<file path="config.mk">
export PLATFORM = sky130hd
export DESIGN_NAME = debug_uart_dump
export DESIGN_NICKNAME = d
export VERILOG_FILES = /design/src/rtl/debug_uart_dump.sv
export SDC_FILE = /design/constraint.sdc
export NUM_CORES = 1
export LEC_CHECK = 0
export BUFFER_PORTS_ARGS = -buffer_cell sky130_fd_sc_hd__clkbuf_2
export CAP_MARGIN = 10
export CORE_ASPECT_RATIO = 1.4
export CORE_UTILIZATION = 55
export CTS_CLUSTER_SIZE = 40
export DETAILED_ROUTE_END_ITERATION = 8
export GPL_ROUTABILITY_DRIVEN = 0
export PLACE_DENSITY_LB_ADDON = 0.1
export SLEW_MARGIN = 20
export SYNTH_ARGS = -nofsm -noshare
export SYNTH_HDL_FRONTEND = slang
export SYNTH_SLANG_ARGS = --single-unit
</file>
<file path="constraint.sdc">
create_clock -name clk -period 8.8 [get_ports clk]
set_clock_uncertainty 0.2 [all_clocks]
set_input_delay 1.32 -clock clk [delete_from_list [all_inputs] [get_ports clk]]
set_output_delay 1.32 -clock clk [all_outputs]
set_load 0.01 [all_outputs]
</file>
<file path="src/rtl/debug_uart_dump.sv">
// Snapshot engine: captures 32 debug channels on a trigger edge, then dumps them as ASCII hex lines over UART 8N1.
// Latency: capture takes 32 cycles; the first start bit follows at once. No backpressure: triggers while busy are dropped.
module debug_uart_dump #(
    parameter int CLKS_PER_BIT = 868
) (
    input  logic        clk,
    input  logic        rst,
    input  logic        trigger,
    input  logic [4:0]  ext_addr,
    input  logic [31:0] Test_signal,
    output logic [4:0]  Debug_addr,
    output logic        tx,
    output logic        busy,
    output logic        done
);
    localparam int BW = (CLKS_PER_BIT > 2) ? $clog2(CLKS_PER_BIT) : 1;
    localparam logic [BW-1:0] BAUD_LAST = BW'(CLKS_PER_BIT - 1);

    typedef enum logic [1:0] {IDLE, CAPTURE, SEND} state_t;

    state_t         state;
    logic [4:0]     k;
    logic [4:0]     line;
    logic [3:0]     chr;
    logic [3:0]     bit_cnt;
    logic [BW-1:0]  baud_cnt;
    logic [7:0]     sh;
    logic           trig_q;
    logic           trig_vld;
    logic [31:0]    snap_mem [32];

    logic [4:0]     nxt_line;
    logic [3:0]     nxt_chr;
    logic [31:0]    nxt_word;
    logic [2:0]     nib_idx;
    logic [3:0]     nib;
    logic [7:0]     nxt_byte;

    function automatic logic [7:0] hex_ascii(input logic [3:0] n);
        return (n < 4'd10) ? (8'h30 + {4'h0, n}) : (8'h37 + {4'h0, n});
    endfunction

    assign Debug_addr = (state == CAPTURE) ? k : ext_addr;

    // Next character to send, looked up from the indices that follow the current one.
    always_comb begin
        nxt_chr  = (chr == 4'd12) ? 4'd0 : chr + 4'd1;
        nxt_line = (chr == 4'd12) ? line + 5'd1 : line;
        nxt_word = snap_mem[nxt_line];
        nib_idx  = 3'(4'd10 - nxt_chr);
        nib      = nxt_word[{nib_idx, 2'b00} +: 4];
        nxt_byte = hex_ascii(nib);
        case (nxt_chr)
            4'd0:    nxt_byte = hex_ascii({3'b000, nxt_line[4]});
            4'd1:    nxt_byte = hex_ascii(nxt_line[3:0]);
            4'd2:    nxt_byte = 8'h20;
            4'd11:   nxt_byte = 8'h0D;
            4'd12:   nxt_byte = 8'h0A;
            default: nxt_byte = hex_ascii(nib);
        endcase
    end

    always_ff @(posedge clk) begin
        if (state == CAPTURE)
            snap_mem[k] <= Test_signal;
    end

    always_ff @(posedge clk) begin
        if (rst) begin
            state    <= IDLE;
            k        <= 5'd0;
            line     <= 5'd0;
            chr      <= 4'd0;
            bit_cnt  <= 4'd0;
            baud_cnt <= '0;
            sh       <= 8'hFF;
            tx       <= 1'b1;
            busy     <= 1'b0;
            done     <= 1'b0;
            trig_q   <= 1'b0;
            trig_vld <= 1'b0;
        end else begin
            // trig_vld blocks a trigger that is already high coming out of reset.
            trig_q   <= trigger;
            trig_vld <= 1'b1;
            done     <= 1'b0;
            case (state)
                IDLE: begin
                    tx <= 1'b1;
                    if (trigger && !trig_q && trig_vld) begin
                        state <= CAPTURE;
                        k     <= 5'd0;
                        busy  <= 1'b1;
                    end
                end
                CAPTURE: begin
                    k <= k + 5'd1;
                    if (k == 5'd31) begin
                        state    <= SEND;
                        line     <= 5'd0;
                        chr      <= 4'd0;
                        bit_cnt  <= 4'd0;
                        baud_cnt <= '0;
                        sh       <= hex_ascii(4'd0);
                        tx       <= 1'b0;
                    end
                end
                SEND: begin
                    if (baud_cnt == BAUD_LAST) begin
                        baud_cnt <= '0;
                        if (bit_cnt == 4'd9) begin
                            if (line == 5'd31 && chr == 4'd12) begin
                                state <= IDLE;
                                tx    <= 1'b1;
                                busy  <= 1'b0;
                                done  <= 1'b1;
                            end else begin
                                line    <= nxt_line;
                                chr     <= nxt_chr;
                                sh      <= nxt_byte;
                                bit_cnt <= 4'd0;
                                tx      <= 1'b0;
                            end
                        end else begin
                            bit_cnt <= bit_cnt + 4'd1;
                            if (bit_cnt == 4'd8) begin
                                tx <= 1'b1;
                            end else begin
                                tx <= sh[0];
                                sh <= {1'b0, sh[7:1]};
                            end
                        end
                    end else begin
                        baud_cnt <= baud_cnt + 1'b1;
                    end
                end
                default: begin
                    state <= IDLE;
                    tx    <= 1'b1;
                    busy  <= 1'b0;
                end
            endcase
        end
    end
endmodule

</file>
==> results of run 1 <==
report_power, final:
group / switching, mW / internal, mW / leakage (nW) / total [mW]
Combinational: 0.111 / 0.0279 / 4.79 / 0.139
Sequential: 0.00440 / 5.57 / 9.56 / 5.58
Clock: 1.89 / 2.42 / 1.56 / 4.31
Total: 2.00 / 8.02 / 15.9 / 10.0
cell usage in the layout (no fill, tap or decap), types with 7 or more instances in the layout:
| cell | instances |
|---|---|
| a211oi_1 | 17 |
| a21oi_1 | 141 |
| a221oi_1 | 13 |
| a22oi_1 | 18 |
| a311oi_1 | 19 |
| a31oi_1 | 38 |
| a32oi_1 | 39 |
| and2_1 | 9 |
| and3_1 | 26 |
| buf_4 | 73 |
| bufinv_16 | 10 |
| clkbuf_1 | 19 |
| clkbuf_16 | 101 |
| clkbuf_2 | 47 |
| clkinv_1 | 19 |
| clkinv_2 | 19 |
| clkinvlp_4 | 7 |
| dfxtp_1 | 41 |
| edfxtp_1 | 1024 |
| ha_1 | 16 |
| inv_1 | 17 |
| mux2_2 | 8 |
| mux2i_1 | 177 |
| mux4_2 | 125 |
| nand2_1 | 534 |
| nand3_1 | 178 |
| nand4_1 | 21 |
| nor2_1 | 78 |
| nor2_4 | 32 |
| nor2b_1 | 10 |
| nor3_1 | 40 |
| nor4_1 | 13 |
| o211ai_1 | 7 |
| o21ai_0 | 37 |
| o22ai_1 | 29 |
| or3_1 | 10 |
flip-flops by register name (all words and copies together) (netlist names), 2 cells and up:
name      flops
baud_cnt     10
bit_cnt       4
chr           4
k             5
line          5
sh            8
snap_mem   1024
state         2
stage by stage:
step,hold WS [ns],cell area [µm²]
2_1_floorplan,0.220,45100
3_3_place_gp,0.247,46500
3_5_place_dp,0.248,46500
4_1_cts,0.257,49700
5_1_grt,0.321,49700
6_report,0.275,49700
final cells by class:
cell class / instances / share of cell area, %
tap: 1062 / 2.67
clock inverter: 62 / 1.19
timing repair buffer: 124 / 1.74
clock buffer: 122 / 5.28
sequential: 1067 / 63.6
multi-input combinational: 1753 / 25.4
inverter: 19 / 0.153
Yosys cell counts (27+ instances only):
master    count
clkbuf_1     61
dfxtp_1      43
a32oi_1      39
edfxtp_1   1024
mux4_2      125
nor3_1       41
nor2_1      114
buf_4        27
a31oi_1      38
nand2_1     535
o22ai_1      29
o21ai_0      38
buf_2        82
and3_1       27
a21oi_1     142
mux2i_1     177
nand3_1     179
layer usage:
metal / wire length [µm] / vias to the layer above / global-route usage [%]
met5: 11 / - / 0
met3: 11200 / 363 / 4.23
met4: 7590 / 2 / 17.4
met1: 49100 / 14500 / 41.4
met2: 66400 / 1631 / 54.1
li1: - / 11800 / -
logic make-up after synthesis:
logic type / share of synthesized area, %
DFF: 70.1
and+or+nand+nor: 9.51
AOI/OAI and AO/OA: 6.47
muxes: 10.5
buffers and inverters: 2.59
adders and majority gates: 0.472
xor gates and xnor gates: 0.316
final timing paths:
| kind | from | to | slack [ns] | cells after the start |
|---|---|---|---|---|
| max | chr[0] | sh[6] | 2.75 | 19 |
| min | sh[7] | sh[7] | 0.28 | 2 |
| max reg2reg | chr[0] | sh[6] | 2.75 | 19 |
| min reg2reg | sh[7] | sh[7] | 0.28 | 2 |
worst max-delay path, cell delays in order, from the launching register on:
cell and delay [ns]:
dfxtp_1 0.41, inv_1 0.17, ha_1 0.35, and3_2 0.25, buf_4 0.66, xnor2_4 0.18, inv_6 0.39, buf_4 0.61
buf_4 0.51, nor2_1 0.10, a22oi_1 0.16, o21ai_0 0.15, o21ai_0 0.36, o22ai_1 0.13, nor3_1 0.32, o31ai_2 0.15
ha_1 0.25, o21ai_0 0.28, nand2_1 0.10, a21oi_1 0.14
==> results.ini, run 1 <==
[status]
status = complete, but fails checks
violations = design-rule violations

[layout]
area_growth_pct = 10.3
final_cells = 4209
antenna_cells = 0
nFillCells = 6022
multiInputGateArea_um2 = 12600
register_area_um2 = 31600
drive_gt1_share_pct = 15.0
fin_nets = 3121
final_util_pct = 61.6

[yosys]
syn_avg_cell_area_um2 = 14.9
synth_cells = 3036
synth.distinct_cells = 79
synth.area.top_cells = edfxtp_1 68%, mux4_2 6.2%, nand2_1 4.5%
ys_seq_area_share_pct = 70.1
yosys_warnings = 0
synth.top_cell.area_share_pct = 68.2
syn_nets = 3093
yosysTopAreaCell = edfxtp_1
async_flop_share_pct = 0
ys_ff_latch = 1067
synth_edf_count = 1024
syn_area_um2 = 45100
synthFlopType = edfxtp_1

[floorplan]
num_rows = 123
die_w_um = 244
io_pins = 48
initial_core_util_pct = 55.8
die_h_um = 341
fp.coreArea_um2 = 80800
die_area_um2 = 83200

[clock_network]
clock_sinks = 1067
clk-insertion-delay-late_ns = 0.70
clockRootBuffer = clkbuf_16
cts_inserted_buffers = 99
postCtsHoldBufs = 0
cts_max_path_buffers = 3
post_cts_buffers = 0
path_clk_slew_ns = 0.06
htree_levels = 3
cts_resized = 0
cts_tree = yes

[sta]
final.setup.worst_slack_ns = 2.75
timing.slew.headroom_pct = 24.8
finalSetupViolations = 0
finalSetupTns_ns = 0
finalHoldViolCount = 0
max_freq_mhz = 165
final_max_slew_viol_count = 0
tightest_slew_ns = 1.13
fin_crit_ns = 6.05
period_share_pct = 68.7
rsz0062_at_grt = no

[route]
drt_iter0_drc = 3596
drtAntennaViolNets = 0
avgViaCountPerCell = 6.73
drcViolationCount = 1
drt_first_pass_iters = 8
dr_total_vias = 28300
wl_per_cell_um = 31.9
routed_wl_um = 134000

[global_routing]
grt_remaining_overflow = 0
grt_pass1_vias = 27700
antenna_found_initial = 1
grt_max_degree = 122
grt_pass1_wl_um = 192000
gr-usage-all-layers_pct = 32.4

[setup_path]
worst_ep_arrival_time_ns = 6.47
required_ns = 9.22
worstSetupEndpointType = register
cp-start-kind = register
crit_type = reg2reg
worstPathMaxFanout = 48

[power_and_ir_drop]
ir_drop_mv = 0.155
p_leak_nw = 15.9
power_mw = 10.0
power.density_nw_per_um2 = 201

[hold_path]
hold_path_class = reg2reg

[placement]
dpl.cell_count = 4025
hpwl_um = 74200
dp_slack_ns = 2.87
io_buffer_count = 47

[flow_run]
maxCapViolations = 0

Power figures use the tool's default switching activity.
==> run 2, diff against run 1 <==
==> constraint.sdc (replaced) <==
create_clock -name clk -period 6.2 [get_ports clk]
set_clock_uncertainty 0.2 [all_clocks]
set_input_delay 0.93 -clock clk [delete_from_list [all_inputs] [get_ports clk]]
set_output_delay 0.93 -clock clk [all_outputs]
set_load 0.01 [all_outputs]
==> run 2 against run 1 <==
Against the previous run:
- worst hold slack better by 0.0068 ns
- critical endpoint is now sh[1]
- the run now ends clean
- largest power group unchanged
- first-iteration DRC count about the same
- count of clock-buffer cells in the layout decreased by 3
==> results.ini, run 2 (synthesis gave the netlist of run 1 again) <==
[setup_path]
critPathBufInv = 3  ; -2
r2r_slack_ns = 0.63  ; -2.12 ns
cpMostUsedCell = ha_1
rr_worst_depth = 16  ; -3
startpoint = chr[0]
cp_slowest_cell = nor4_1
path_cells = inv_1 -> ha_1 -> and3_2 -> xnor2_4 -> inv_6 -> buf_4 -> nor2_1 -> nand3_1 -> a31oi_1 -> a211oi_1 -> nor4_1 -> a21oi_1 -> o21ai_4 -> ha_1 -> a221oi_2 -> o32a_1
crit_type = reg2reg
required_ns = 6.62  ; -2.60 ns
cp-start-kind = register
worstReg2RegEnd = sh[1]
reg2reg_from = chr[0]
worstSetupEndpointType = register
worst_ep_arrival_time_ns = 5.99  ; -0.48 ns
cp.depth = 16  ; -3
crit_path_end = sh[1]
critical_path.top_delay_family = simple AND/OR/NAND/NOR gates
cp_slowest_stage_delay_ns = 0.73  ; +0.07 ns
worstPathMaxFanout = 61  ; +27%

[placement]
io_buffer_count = 47  ; unchanged
hpwl_um = 79100  ; +6.7%
dp_slack_ns = 0.891  ; -1.98 ns
dpl.cell_count = 4059  ; +0.84%

[clock_network]
htree_levels = 3  ; unchanged
cts_resized = 0  ; unchanged
cts_inserted_buffers = 99  ; unchanged
cts_tree = yes
clk-insertion-delay-late_ns = 0.68  ; -0.02 ns
clockRootBuffer = clkbuf_16
postCtsHoldBufs = 0  ; unchanged
clock_sinks = 1067  ; unchanged
path_clk_slew_ns = 0.07  ; about the same
post_cts_buffers = 0  ; unchanged
cts_max_path_buffers = 3  ; unchanged

[floorplan]
die_h_um = 341  ; unchanged
die_area_um2 = 83200  ; unchanged
initial_core_util_pct = 55.8  ; unchanged
num_rows = 123  ; unchanged
fp.coreArea_um2 = 80800  ; unchanged
die_w_um = 244  ; unchanged
io_pins = 48  ; unchanged

[power_and_ir_drop]
power_mw = 14.0  ; +40%
p_leak_nw = 16.1  ; +1.0%
ir_drop_mv = 0.236  ; +52%
power.density_nw_per_um2 = 281  ; +39%

[sta]
hold_slack_ns = 0.282  ; +0.00676 ns
final_max_slew_viol_count = 0  ; unchanged
rsz0062_at_grt = no
finalSetupViolations = 0  ; unchanged
fin_crit_ns = 5.57  ; -0.475 ns
timing.slew.headroom_pct = 21.1  ; -3.7 points
finalHoldViolCount = 0  ; unchanged
final.setup.worst_slack_ns = 0.628  ; -2.12 ns
period_share_pct = 89.9  ; +21 points
finalSetupTns_ns = 0  ; unchanged
tightest_slew_ns = 1.18  ; +0.0526 ns
max_freq_mhz = 179  ; +8.5%

[layout]
largest_register = snap_mem
nFillCells = 5956  ; -1.1%
drive_gt1_share_pct = 15.7  ; +0.71 points
mostFrequentLayoutCells = 1024 x edfxtp_1, 534 x nand2_1, 178 x nand3_1
top_regs = snap_mem (1024), baud_cnt (10), sh (8)
area_growth_pct = 10.9
register_area_um2 = 31600  ; unchanged
final_common_cell = edfxtp_1
final_cells = 4238  ; +0.69%
largest_reg_flops = 1024  ; unchanged
fin_nets = 3155  ; +1.1%
antenna_cells = 0  ; unchanged
multiInputGateArea_um2 = 12600  ; about the same

[route]
wl_per_cell_um = 31.4  ; -1.5%
avgViaCountPerCell = 6.68  ; -0.80%
routed_wl_um = 133000  ; -0.80%
drt_first_pass_iters = 6  ; -2
drcViolationCount = 0  ; -1
dr_total_vias = 28300  ; -0.11%
drtAntennaViolNets = 0  ; unchanged
drt_iter0_drc = 3597  ; +0.028%

[global_routing]
antenna_found_initial = 1  ; unchanged
grt_pass1_vias = 27900  ; +0.80%
grt_pass1_wl_um = 193000  ; +0.48%
grt_remaining_overflow = 0  ; unchanged
gr-usage-all-layers_pct = 32.3  ; -0.097 points
grt_max_degree = 116  ; -4.9%

[status]
status = complete, no violations

[hold_path]
hold_path_class = reg2reg
min_path_cells = 2  ; unchanged

[flow_run]
maxCapViolations = 0  ; unchanged

-- run 2: cell count changes in the layout (fill, tap and decap cells not counted), moves of 4 or more --
cell	previous run	this run
inv_6	6	2
clkinv_2	19	24
nor2_1	78	82
nor2_2	4	0
buf_4	73	97
bufinv_16	10	6
buf_12	4	13
-- run 2: routing by layer --
layer,part of all wire (%),global-route usage [%],up-vias
li1,-,-,11900
met1,37,41.4,14400
met2,50,54.3,1607
met3,8.6,5.25,360
met4,4.8,14.5,0
met5,0,0,-
-- run 2: where the power goes --
| part | switching (mW) | internal (mW) | leakage, nW |
|---|---|---|---|
| clock network | 2.66 | 3.25 | 1.52 |
| registers | 0.00636 | 7.91 | 9.56 |
| logic | 0.159 | 0.0396 | 5.00 |
| total | 2.82 | 11.2 | 16.1 |
-- run 2: how the worst min path moves through the flow --
stage / start / to / slack, ns
2_1_floorplan: sh[7] / sh[7] / 0.22
3_3_place_gp: bit_cnt[3] / bit_cnt[3] / 0.26
3_5_place_dp: busy / busy / 0.27
4_1_cts: trigger / trig_q / 0.28
5_1_grt: trigger / trig_q / 0.31
6_report: busy / busy / 0.28
-- run 2: per-stage QoR --
step	utilization, %	area (µm²)
floorplan	-	45100
global placement	58.0	46900
detailed placement	58.0	46900
CTS	61.9	50000
global route	61.9	50000
finish	61.9	50000
-- run 2: area by class of cell --
cell class	instances	share of cell area [%]
sequential	1067	63.2
multi-input combinational	1753	25.3
clock buffer	119	5.23
tap	1062	2.66
timing repair buffer	158	2.50
clock inverter	60	0.954
inverter	19	0.153
-- run 2: worst register-to-register path: cells and delay by family (launching register included) --
family	cells	cell delay (ns)
AND/OR/NAND/NOR	4	1.53
AO/OA/AOI/OAI	6	1.52
buffers and inverters	3	0.86
adder cells (fa/ha/maj)	2	0.65
flip-flops	1	0.50
XOR/XNOR	1	0.25
